$ cat src/rtl/square_complex_seq_pkg.sv
// Shared definitions for the time-multiplexed complex squarer: mode encodings,
// FSM state type and width derivation helpers.
package square_complex_seq_pkg;

    localparam logic MODE_SQUARE = 1'b0;
    localparam logic MODE_MAG2   = 1'b1;

    typedef enum logic [1:0] {
        StIdle,
        StBusy,
        StDone
    } state_e;

    function automatic int unsigned calc_ow(input int unsigned width);
        return 2 * width + 1;
    endfunction

    function automatic int unsigned calc_cw(input int unsigned nch);
        return (nch <= 1) ? 1 : $clog2(nch);
    endfunction

endpackage

$ cat src/rtl/square_complex_seq_if.sv
// Input-vector and result-vector valid/ready channels of the complex squarer.
interface square_complex_seq_if #(
    parameter int unsigned WIDTH = 8,
    parameter int unsigned NCH   = 4
);
    import square_complex_seq_pkg::*;

    localparam int unsigned OW = calc_ow(WIDTH);

    logic                 in_valid;
    logic                 in_ready;
    logic                 in_mode;
    logic [NCH*WIDTH-1:0] in_real;
    logic [NCH*WIDTH-1:0] in_imag;
    logic                 out_valid;
    logic                 out_ready;
    logic                 out_mode;
    logic [NCH*OW-1:0]    out_real;
    logic [NCH*OW-1:0]    out_imag;

    modport master (
        output in_valid, in_mode, in_real, in_imag, out_ready,
        input  in_ready, out_valid, out_mode, out_real, out_imag
    );

    modport slave (
        input  in_valid, in_mode, in_real, in_imag, out_ready,
        output in_ready, out_valid, out_mode, out_real, out_imag
    );

endinterface

$ cat src/rtl/square_complex_seq_complex_sq_stage.sv
// Shared multiplier pair: stage 1 registers re*re, im*im, re*im; the mode-selected
// sum/difference is presented combinationally and registered by the caller's output slot.
module complex_sq_stage
    import square_complex_seq_pkg::*;
#(
    parameter int unsigned WIDTH = 8
) (
    input  logic                               clk,
    input  logic                               rst,
    input  logic                               en_i,
    input  logic                               mode_i,
    input  logic signed [WIDTH-1:0]            re_i,
    input  logic signed [WIDTH-1:0]            im_i,
    output logic signed [calc_ow(WIDTH)-1:0]   res_re_o,
    output logic signed [calc_ow(WIDTH)-1:0]   res_im_o
);
    localparam int unsigned PW = 2 * WIDTH;
    localparam int unsigned OW = calc_ow(WIDTH);

    logic signed [PW-1:0] rr_q, ii_q, ri_q;
    logic signed [PW-1:0] rr_d, ii_d, ri_d;
    logic signed [OW-1:0] rr_x, ii_x, ri_x;

    always_comb begin
        rr_d = PW'(re_i) * PW'(re_i);
        ii_d = PW'(im_i) * PW'(im_i);
        ri_d = PW'(re_i) * PW'(im_i);
    end

    always_ff @(posedge clk) begin
        if (rst) begin
            rr_q <= '0;
            ii_q <= '0;
            ri_q <= '0;
        end else if (en_i) begin
            rr_q <= rr_d;
            ii_q <= ii_d;
            ri_q <= ri_d;
        end
    end

    always_comb begin
        rr_x = OW'(rr_q);
        ii_x = OW'(ii_q);
        ri_x = OW'(ri_q);
        if (mode_i == MODE_SQUARE) begin
            res_re_o = rr_x - ii_x;
            res_im_o = ri_x <<< 1;
        end else begin
            res_re_o = rr_x + ii_x;
            res_im_o = '0;
        end
    end

endmodule

$ cat src/rtl/square_complex_seq.sv
// Vector complex squarer: captures NCH samples, streams them through one multiplier
// pair, and holds the full result vector until the consumer takes it.
module square_complex_seq
    import square_complex_seq_pkg::*;
#(
    parameter int unsigned WIDTH = 8,
    parameter int unsigned NCH   = 4
) (
    input  logic                clk,
    input  logic                rst,
    square_complex_seq_if.slave bus
);
    localparam int unsigned   OW     = calc_ow(WIDTH);
    localparam int unsigned   CW     = calc_cw(NCH);
    localparam logic [CW-1:0] LastCh = CW'(NCH - 1);

    state_e               state_q, state_d;
    logic [CW-1:0]        k_q, k_d, wr_idx_q, wr_idx_d;
    logic                 issuing_q, issuing_d, s1_vld_q, s1_vld_d;
    logic                 mode_q, mode_d, out_mode_q, out_mode_d;
    logic [NCH*WIDTH-1:0] real_q, real_d, imag_q, imag_d;
    logic [NCH*OW-1:0]    out_real_q, out_real_d, out_imag_q, out_imag_d;
    logic                 issue_en;
    logic signed [WIDTH-1:0] ch_re, ch_im;
    logic signed [OW-1:0]    res_re, res_im;
    int unsigned          k_idx, wr_idx;

    assign k_idx  = 32'(k_q);
    assign wr_idx = 32'(wr_idx_q);
    assign ch_re  = real_q[k_idx*WIDTH +: WIDTH];
    assign ch_im  = imag_q[k_idx*WIDTH +: WIDTH];

    complex_sq_stage #(
        .WIDTH (WIDTH)
    ) u_stage (
        .clk      (clk),
        .rst      (rst),
        .en_i     (issue_en),
        .mode_i   (mode_q),
        .re_i     (ch_re),
        .im_i     (ch_im),
        .res_re_o (res_re),
        .res_im_o (res_im)
    );

    always_comb begin
        state_d    = state_q;
        k_d        = k_q;
        wr_idx_d   = wr_idx_q;
        issuing_d  = issuing_q;
        s1_vld_d   = 1'b0;
        mode_d     = mode_q;
        real_d     = real_q;
        imag_d     = imag_q;
        out_real_d = out_real_q;
        out_imag_d = out_imag_q;
        out_mode_d = out_mode_q;
        issue_en   = 1'b0;
        unique case (state_q)
            StIdle: begin
                if (bus.in_valid) begin
                    real_d    = bus.in_real;
                    imag_d    = bus.in_imag;
                    mode_d    = bus.in_mode;
                    k_d       = '0;
                    issuing_d = 1'b1;
                    state_d   = StBusy;
                end
            end
            StBusy: begin
                // Issue and write-back overlap: slot k is written while channel k+1 issues.
                if (issuing_q) begin
                    issue_en = 1'b1;
                    s1_vld_d = 1'b1;
                    wr_idx_d = k_q;
                    if (k_q == LastCh) issuing_d = 1'b0;
                    else               k_d = k_q + CW'(1);
                end
                if (s1_vld_q) begin
                    out_real_d[wr_idx*OW +: OW] = res_re;
                    out_imag_d[wr_idx*OW +: OW] = res_im;
                    if (wr_idx_q == LastCh) begin
                        out_mode_d = mode_q;
                        state_d    = StDone;
                    end
                end
            end
            StDone: begin
                if (bus.out_ready) state_d = StIdle;
            end
            default: state_d = StIdle;
        endcase
    end

    always_ff @(posedge clk) begin
        if (rst) begin
            state_q    <= StIdle;
            k_q        <= '0;
            wr_idx_q   <= '0;
            issuing_q  <= 1'b0;
            s1_vld_q   <= 1'b0;
            mode_q     <= 1'b0;
            real_q     <= '0;
            imag_q     <= '0;
            out_real_q <= '0;
            out_imag_q <= '0;
            out_mode_q <= 1'b0;
        end else begin
            state_q    <= state_d;
            k_q        <= k_d;
            wr_idx_q   <= wr_idx_d;
            issuing_q  <= issuing_d;
            s1_vld_q   <= s1_vld_d;
            mode_q     <= mode_d;
            real_q     <= real_d;
            imag_q     <= imag_d;
            out_real_q <= out_real_d;
            out_imag_q <= out_imag_d;
            out_mode_q <= out_mode_d;
        end
    end

    assign bus.in_ready  = (state_q == StIdle);
    assign bus.out_valid = (state_q == StDone);
    assign bus.out_mode  = out_mode_q;
    assign bus.out_real  = out_real_q;
    assign bus.out_imag  = out_imag_q;

endmodule
$ cat src/flat_wrapper.sv
// flat-port wrapper written by rule: the top's interface ports become plain ports
module square_complex_seq_flat import square_complex_seq_pkg::*;
#(
    parameter int unsigned WIDTH = 8,
    parameter int unsigned NCH   = 4
)
  (clk, rst, bus_in_valid, bus_in_mode, bus_in_real, bus_in_imag, bus_out_ready, bus_in_ready, bus_out_valid, bus_out_mode, bus_out_real, bus_out_imag);
  square_complex_seq_if #(.WIDTH(WIDTH), .NCH(NCH)) bus_i ();
  input  logic clk;
  input  logic rst;
  input wire logic [$bits(bus_i.in_valid)-1:0] bus_in_valid;
  input wire logic [$bits(bus_i.in_mode)-1:0] bus_in_mode;
  input wire logic [$bits(bus_i.in_real)-1:0] bus_in_real;
  input wire logic [$bits(bus_i.in_imag)-1:0] bus_in_imag;
  input wire logic [$bits(bus_i.out_ready)-1:0] bus_out_ready;
  output wire logic [$bits(bus_i.in_ready)-1:0] bus_in_ready;
  output wire logic [$bits(bus_i.out_valid)-1:0] bus_out_valid;
  output wire logic [$bits(bus_i.out_mode)-1:0] bus_out_mode;
  output wire logic [$bits(bus_i.out_real)-1:0] bus_out_real;
  output wire logic [$bits(bus_i.out_imag)-1:0] bus_out_imag;
  assign bus_i.in_valid = bus_in_valid;
  assign bus_i.in_mode = bus_in_mode;
  assign bus_i.in_real = bus_in_real;
  assign bus_i.in_imag = bus_in_imag;
  assign bus_i.out_ready = bus_out_ready;
  assign bus_in_ready = bus_i.in_ready;
  assign bus_out_valid = bus_i.out_valid;
  assign bus_out_mode = bus_i.out_mode;
  assign bus_out_real = bus_i.out_real;
  assign bus_out_imag = bus_i.out_imag;
  square_complex_seq #(.WIDTH(WIDTH), .NCH(NCH)) u_core (.clk(clk), .rst(rst), .bus(bus_i));
endmodule
$ cat config.mk
export PLATFORM = sky130hd
export DESIGN_NAME = square_complex_seq_flat
export DESIGN_NICKNAME = d
export VERILOG_FILES = /design/src/rtl/square_complex_seq_pkg.sv /design/src/rtl/square_complex_seq_if.sv /design/src/rtl/square_complex_seq_complex_sq_stage.sv /design/src/rtl/square_complex_seq.sv /design/src/flat_wrapper.sv
export SDC_FILE = /design/constraint.sdc
export NUM_CORES = 1
export LEC_CHECK = 0
export BUFFER_PORTS_ARGS = -buffer_cell sky130_fd_sc_hd__buf_2
export CORE_UTILIZATION = 60
export DETAILED_ROUTE_END_ITERATION = 12
export PLACE_DENSITY = 0.81
export SYNTH_ARGS = -nofsm -noshare
export SYNTH_HDL_FRONTEND = slang
export SYNTH_HIERARCHICAL = 1
export SYNTH_SLANG_ARGS = --single-unit
$ cat constraint.sdc
create_clock -name clk -period 7.4 [get_ports clk]
set_input_delay 0.74 -clock clk [delete_from_list [all_inputs] [get_ports clk]]
set_output_delay 0.74 -clock clk [all_outputs]
set_load 0.005 [all_outputs]
==> impl_metrics.tcl, run 1 <==
set metrics [dict create \
    seq_area_frac_synth_pct 28.60 \
    grt_pass1_vias 14751 \
    setup_viol 0 \
    hold_buffers 0 \
    floorplan.initialDensity_pct 61.76 \
    post_cts_buffers 0 \
    dieHeight_um 174.8 \
    yosys_warnings 6 \
    io_pins 208 \
    synth.most_common_cell "nand2_1" \
    synth_common_cells "nand2_1 (332), dfxtp_1 (256), a21oi_1 (253), inv_1 (236), nand3_1 (155)" \
    max-slew-margin-rel_pct 19.04 \
    synth_top_area_share_pct 28.60 \
    grt_util_all_layers_pct 30.07 \
    cts_buffers 27 \
    avgSynthCellArea_um2 8.400 \
    cellPowerDensity_nw_per_um2 176.5 \
    rsz0062_at_grt "false" \
    status "completed" \
    drc 0 \
    wl_per_cell_um 17.52 \
    synth.net_count 2450 \
    p_leak_nw 8.895 \
    grt-ovfl-total 0 \
    finalCritPeriodShare_pct 81.99 \
    cts_tree "built" \
    drive_above_1_share_pct 13.73 \
    clkTransAtPathRegs_ns 0.06 \
    use_met3_pct 4.265 \
    antenna_found_initial 1 \
    utilization_pct 68.62 \
    nets 2569 \
    hold_viol 0 \
    drv_cap 0 \
    htree_levels 1 \
    grt_max_degree 211 \
    endpoint_kind "register" \
    worst_slew_pin_slew_ns 1.214 \
    gp_congestion 0.9132 \
    cp_data_required_time_ns 7.87 \
    grt_use_met1_pct 40.32 \
    period_needed_ns 6.068 \
    use_met2_pct 50.31 \
    num_rows 62 \
    vias 15273 \
    cts_resized 0 \
    ir_worst_vdd_v 0.0001813 \
    synthCells 2133 \
    crit_path_max_fanout 14 \
    wl_mm 46.56 \
    drtAntennaViolNets 0 \
    top_usage_layer "met2" \
    grt_pass1_wl_mm 74.92 \
    insertion_delay_ns 0.55 \
    ys_top_cells_by_area "dfxtp_1 (29%), fa_1 (16%), ha_1 (7.6%), a21oi_1 (7.1%), nand2_1 (7.0%)" \
    dp_hpwl_mm 33.98 \
    multi_input_area_um2 11270 \
    dieArea_um2 30560 \
    fin_tns_setup_ns 0 \
    total_power_mw 3.513 \
    area_growth_pct 11.11 \
    root_buffer "clkbuf_16" \
    start_kind "register" \
    synth_seq_cells 256 \
    regArea_um2 5125 \
    finalMaxSlewViolations 0 \
    skew_ns 0.01713 \
    core_um2 29010 \
    cts_buffer_depth 3 \
    cp.arrival_ns 6.53 \
    ys.flop_type "dfxtp_1" \
    yosysTopAreaCell "dfxtp_1" \
    critPathKind "register to register" \
    nFillCells 2361 \
    port_buffers 207 \
    min_path_type "input pin to register" \
    synth_area_um2 17920 \
    drt_iter0_drc 1549 \
    die_w_um 174.8 \
    worst_hold_slack_ns 0.4365 \
    fmax_mhz 164.8 \
    synthArstFlopShare_pct 0 \
    avgViaCountPerCell 5.748 \
    synth_edf_count 0 \
    ys_types 75 \
    dr.pass1.iters 6 \
    cts_sinks 256 \
]
==> cell families (layout without fill, tap and decap cells) <==
group,count (synthesis),after routing,synth area share (%)
AND/OR/NAND/NOR,768,768,20.58
other,1,2,0.02093
adder cells (fa/ha/maj),248,248,23.14
AO/OA/AOI/OAI,382,382,12.44
multiplexers,37,37,3.212
buffers and inverters,371,510,8.582
XOR/XNOR,70,70,3.422
flip-flops,256,256,28.60
==> state kept, by name, indices dropped and copies added (netlist names), 2 cells and up <==
name	count
u_core/k_q	2
u_core/state_q	2
u_core/wr_idx_q	2
u_core/u_stage/rr_q	15
u_core/bus.out_real	68
u_core/bus.out_imag	68
u_core/u_stage/ri_q	16
u_core/real_q	32
u_core/u_stage/ii_q	15
u_core/imag_q	32
==> cell usage in the layout, fill, tap and decap left out, types with 14 or more instances in the layout <==
master     count
ha_1         109
fa_1         139
nor2b_1       68
nand2_1      332
mux2i_1       17
o21ai_0       31
xor2_1        18
inv_1        236
a21oi_1      253
nor3_1        14
buf_4         15
buf_2        206
xnor2_1       52
dfxtp_1      256
clkbuf_16     27
and2_1        63
mux4_2        16
nand3_1      155
nor2_1        79
a211oi_1      15
==> critical path: stages (launching register included) <==
cell and delay (ns):
dfxtp_1 0.78, buf_4 0.29, mux4_2 0.68, inv_1 0.26, nand2_1 0.12, fa_1 0.52, fa_1 0.54, inv_1 0.06
fa_1 0.54, inv_1 0.06, fa_1 0.55, inv_1 0.05, ha_1 0.31, o21ai_0 0.11, nor2_1 0.10, o41ai_2 0.44
o21ai_0 0.20, xnor2_1 0.16, a211oi_1 0.21
==> final timing paths <==
path                            from                 endpoint  slack [ns]  cells after the start
max                    u_core/k_q[0]  u_core/u_stage/ri_q[15]        1.33                     18
min                  bus_in_imag[21]        u_core/imag_q[21]        0.44                      3
max reg2reg            u_core/k_q[0]  u_core/u_stage/ri_q[15]        1.33                     18
min reg2reg  u_core/bus.out_imag[10]  u_core/bus.out_imag[10]        0.45                      2
==> final cells by class <==
type	count	share of cell area (%)
flip-flops and latches	256	25.74
clock buffers	39	3.821
multi-input cells	1506	56.62
inverters	238	4.487
diodes	1	0.01257
repair buffers	223	5.902
clock inverters	10	0.9993
well taps	384	2.413
==> power breakdown <==
part | total [mW] | switching [mW] | internal (mW)
clock | 1.46 | 0.566 | 0.893
sequential | 1.44 | 0.0282 | 1.41
combinational | 0.617 | 0.381 | 0.236
total | 3.51 | 0.975 | 2.54
==> per-layer routing <==
layer	up-vias	wire, µm
li1	7204	-
met1	7265	19570
met2	700	21990
met3	104	3558
met4	0	1436
met5	-	0
==> per-stage QoR <==
step,std cells,setup slack [ns],instance area [µm²]
after global placement,2607,1.511,18950
after CTS,2656,1.325,19910
after global routing,2656,1.070,19910
final,2657,1.332,19910
after detailed placement,2607,1.368,18950
after floorplan,2133,1.712,17920
(Power assumes the default switching activity.)
==> run 2: changes to the inputs <==
CORE_UTILIZATION = 54   (was 60)
PLACE_DENSITY = 0.77   (was 0.81)
clock period = 5.15 ns   (was 7.4 ns; I/O delays follow)
==> impl_metrics.tcl, run 2 (synthesis results as in run 1) <==
set metrics [dict create \
    status "complete, but fails checks" \
    violations "negative setup slack" \
    start_kind "register" \
    gp_congestion 0.9109 \
    vias 16177 \
    final_cell_area_um2 21830 \
    drv_cap 0 \
    insertion_delay_ns 0.56 \
    final_cell_mix "nand2_1 (325), dfxtp_1 (255), a21oi_1 (248)" \
    clkTransAtPathRegs_ns 0.07 \
    hold_buffers 0 \
    num_rows 66 \
    ir_worst_vdd_v 0.0002376 \
    crit_path_max_fanout 9 \
    htree_levels 1 \
    fmax_mhz 193.3 \
    drt_iter0_drc 1457 \
    switchingPower_mw 1.503 \
    worst_hold_slack_ns 0.2066 \
    critPathKind "register to register" \
    timing.final.ws_setup_ns -0.02265 \
    endpoint_kind "register" \
    power_frac_clock_pct 38.2 \
    p_leak_nw 9.669 \
    cts_buffer_depth 3 \
    cp.arrival_ns 5.59 \
    drtAntennaViolNets 0 \
    crit_path_start "u_core/k_q[0]" \
    grt_max_degree 93 \
    period_needed_ns 5.173 \
    dieHeight_um 184.2 \
    layout_commonest_cell "nand2_1" \
    finalMaxSlewViolations 0 \
    skew_ns 0.02640 \
    port_buffers 207 \
    dr.pass1.iters 6 \
    avgViaCountPerCell 5.660 \
    grt_pass1_vias 15382 \
    max-slew-margin-rel_pct 16.54 \
    path_cells "buf_12 -> buf_4 -> mux4_2 -> buf_6 -> buf_12 -> and2_1 -> fa_2 -> fa_2 -> fa_1 -> inv_1 -> fa_1 -> inv_1 -> ha_2 -> nor2_1 -> o21bai_2 -> o41ai_4 -> buf_4 -> xnor2_1 -> mux2i_1 -> nor2_1" \
    cts_buffers 28 \
    root_buffer "clkbuf_16" \
    drc 0 \
    worst_slew_pin_slew_ns 1.252 \
    area_growth_pct 21.84 \
    drive_above_1_share_pct 23.88 \
    grt_util_all_layers_pct 28.46 \
    cellPowerDensity_nw_per_um2 235.4 \
    grt-ovfl-total 0 \
    nFillCells 2475 \
    sw_frac_of_total_pct 29.24 \
    antenna_found_initial 0 \
    floorplan.initialDensity_pct 54.93 \
    dpl_cell_area_um2 19940 \
    cts_sinks 256 \
    hold_viol 0 \
    critical_path.max_stage_delay_ns 0.60 \
    wl_mm 50.44 \
    dieArea_um2 33910 \
    r2r_cells 20 \
    io_pins 208 \
    wl_per_cell_um 17.65 \
    dp_hpwl_mm 35.00 \
    cp_data_required_time_ns 5.57 \
    utilization_pct 66.93 \
    cp.buffers_inverters 7 \
    crit-reg2reg-launch "u_core/k_q[0]" \
    die_w_um 184.2 \
    nets 2714 \
    crit_path_top_delay_cell "fa_2" \
    power_frac_comb_pct 21.5 \
    rsz0062_at_grt "true" \
    finalCritPeriodShare_pct 100.4 \
    p_int_mw 3.636 \
    worst_path_dominant_cell_family "adder cells" \
    stdcell_count 2858 \
    setup_viol 2 \
    fin_tns_setup_ns -0.04489 \
    min_path_type "input pin to register" \
    ff2ff_setup_slack_ns -0.02 \
    p_seq_share_pct 40.2 \
    core_um2 32620 \
    crit_end "u_core/u_stage/ri_q[11]" \
    reg2reg_to "u_core/u_stage/ri_q[11]" \
    antenna_cells_inserted 0 \
    cp.depth 20 \
    grt_pass1_wl_mm 77.98 \
    hold_start "bus_in_real[9]" \
    dp_cells 2772 \
    cts_tree "built" \
]
[run 2: cell types whose count changed in the layout (fill, tap and decap cells not counted), sizes merged]
| cell | delta |
|---|---|
| buf | +139 |
| clkinv | +5 |
| bufinv | -4 |
| mux4 | +3 |
| clkbuf | +2 |
| diode | -1 |
| inv | -1 |
[run 2: worst register-to-register path, delay by kind of cell, from the launching register on]
kind,cells,cell delay [ns]
DFF,1,0.37
and+or+nand+nor,3,0.31
muxes,2,0.70
xor gates and xnor gates,1,0.11
buffers and inverters,7,0.79
AOI/OAI and AO/OA,2,0.30
adders and majority gates,5,2.47
[run 2: routing by layer]
metal | part of all wire (%) | track usage [%] | vias up | wire length [µm]
met5 | 0 | 0 | - | 0
met3 | 6.5 | 3.576 | 170 | 3292
met1 | 42 | 38.19 | 7725 | 21110
met2 | 47 | 46.98 | 750 | 23680
li1 | - | - | 7532 | -
met4 | 4.7 | 10.53 | 0 | 2355
[run 2: power groups by stage]
stage	Clock (mW)	Sequential (mW)	Combinational (mW)
3_3_place_gp	0	2.10	0.937
2_1_floorplan	0	2.09	0.680
4_1_cts	1.99	2.07	0.997
6_report	1.96	2.07	1.11
5_1_grt	2.08	2.07	1.21
3_5_place_dp	0	2.11	0.964
[run 2: what timing repair did]
item	4_1_cts	5_1_grt
gates cloned	3	1
endpoints found under the setup margin	17	18
buffers inserted	10	24
pin swaps	4	67
resized for setup	25	131
[run 2: cell type report]
| class | count | area (µm²) | area share [%] |
|---|---|---|---|
| multi-input cells | 1509 | 11940 | 54.67 |
| flip-flops and latches | 256 | 5129 | 23.49 |
| inverters | 238 | 893.4 | 4.092 |
| clock buffers | 39 | 792.0 | 3.628 |
| repair buffers | 364 | 2411 | 11.04 |
| clock inverters | 10 | 117.6 | 0.5387 |
| well taps | 442 | 553.0 | 2.533 |
[run 2: worst min path at each step]
stage,cells past startpoint,end
2_1_floorplan,2,u_core/imag_q[16]
3_3_place_gp,2,u_core/bus.out_real[18]
3_5_place_dp,2,u_core/bus.out_real[43]
4_1_cts,3,u_core/real_q[9]
5_1_grt,3,u_core/imag_q[24]
6_report,3,u_core/real_q[9]
[run 2: per-stage QoR]
stage | setup WS [ns] | power [mW]
3_5_place_dp | -0.2641 | 3.070
4_1_cts | -0.008098 | 5.052
2_1_floorplan | -0.03389 | 2.768
3_3_place_gp | -0.1310 | 3.041
5_1_grt | -0.1518 | 5.362
6_report | -0.02265 | 5.139
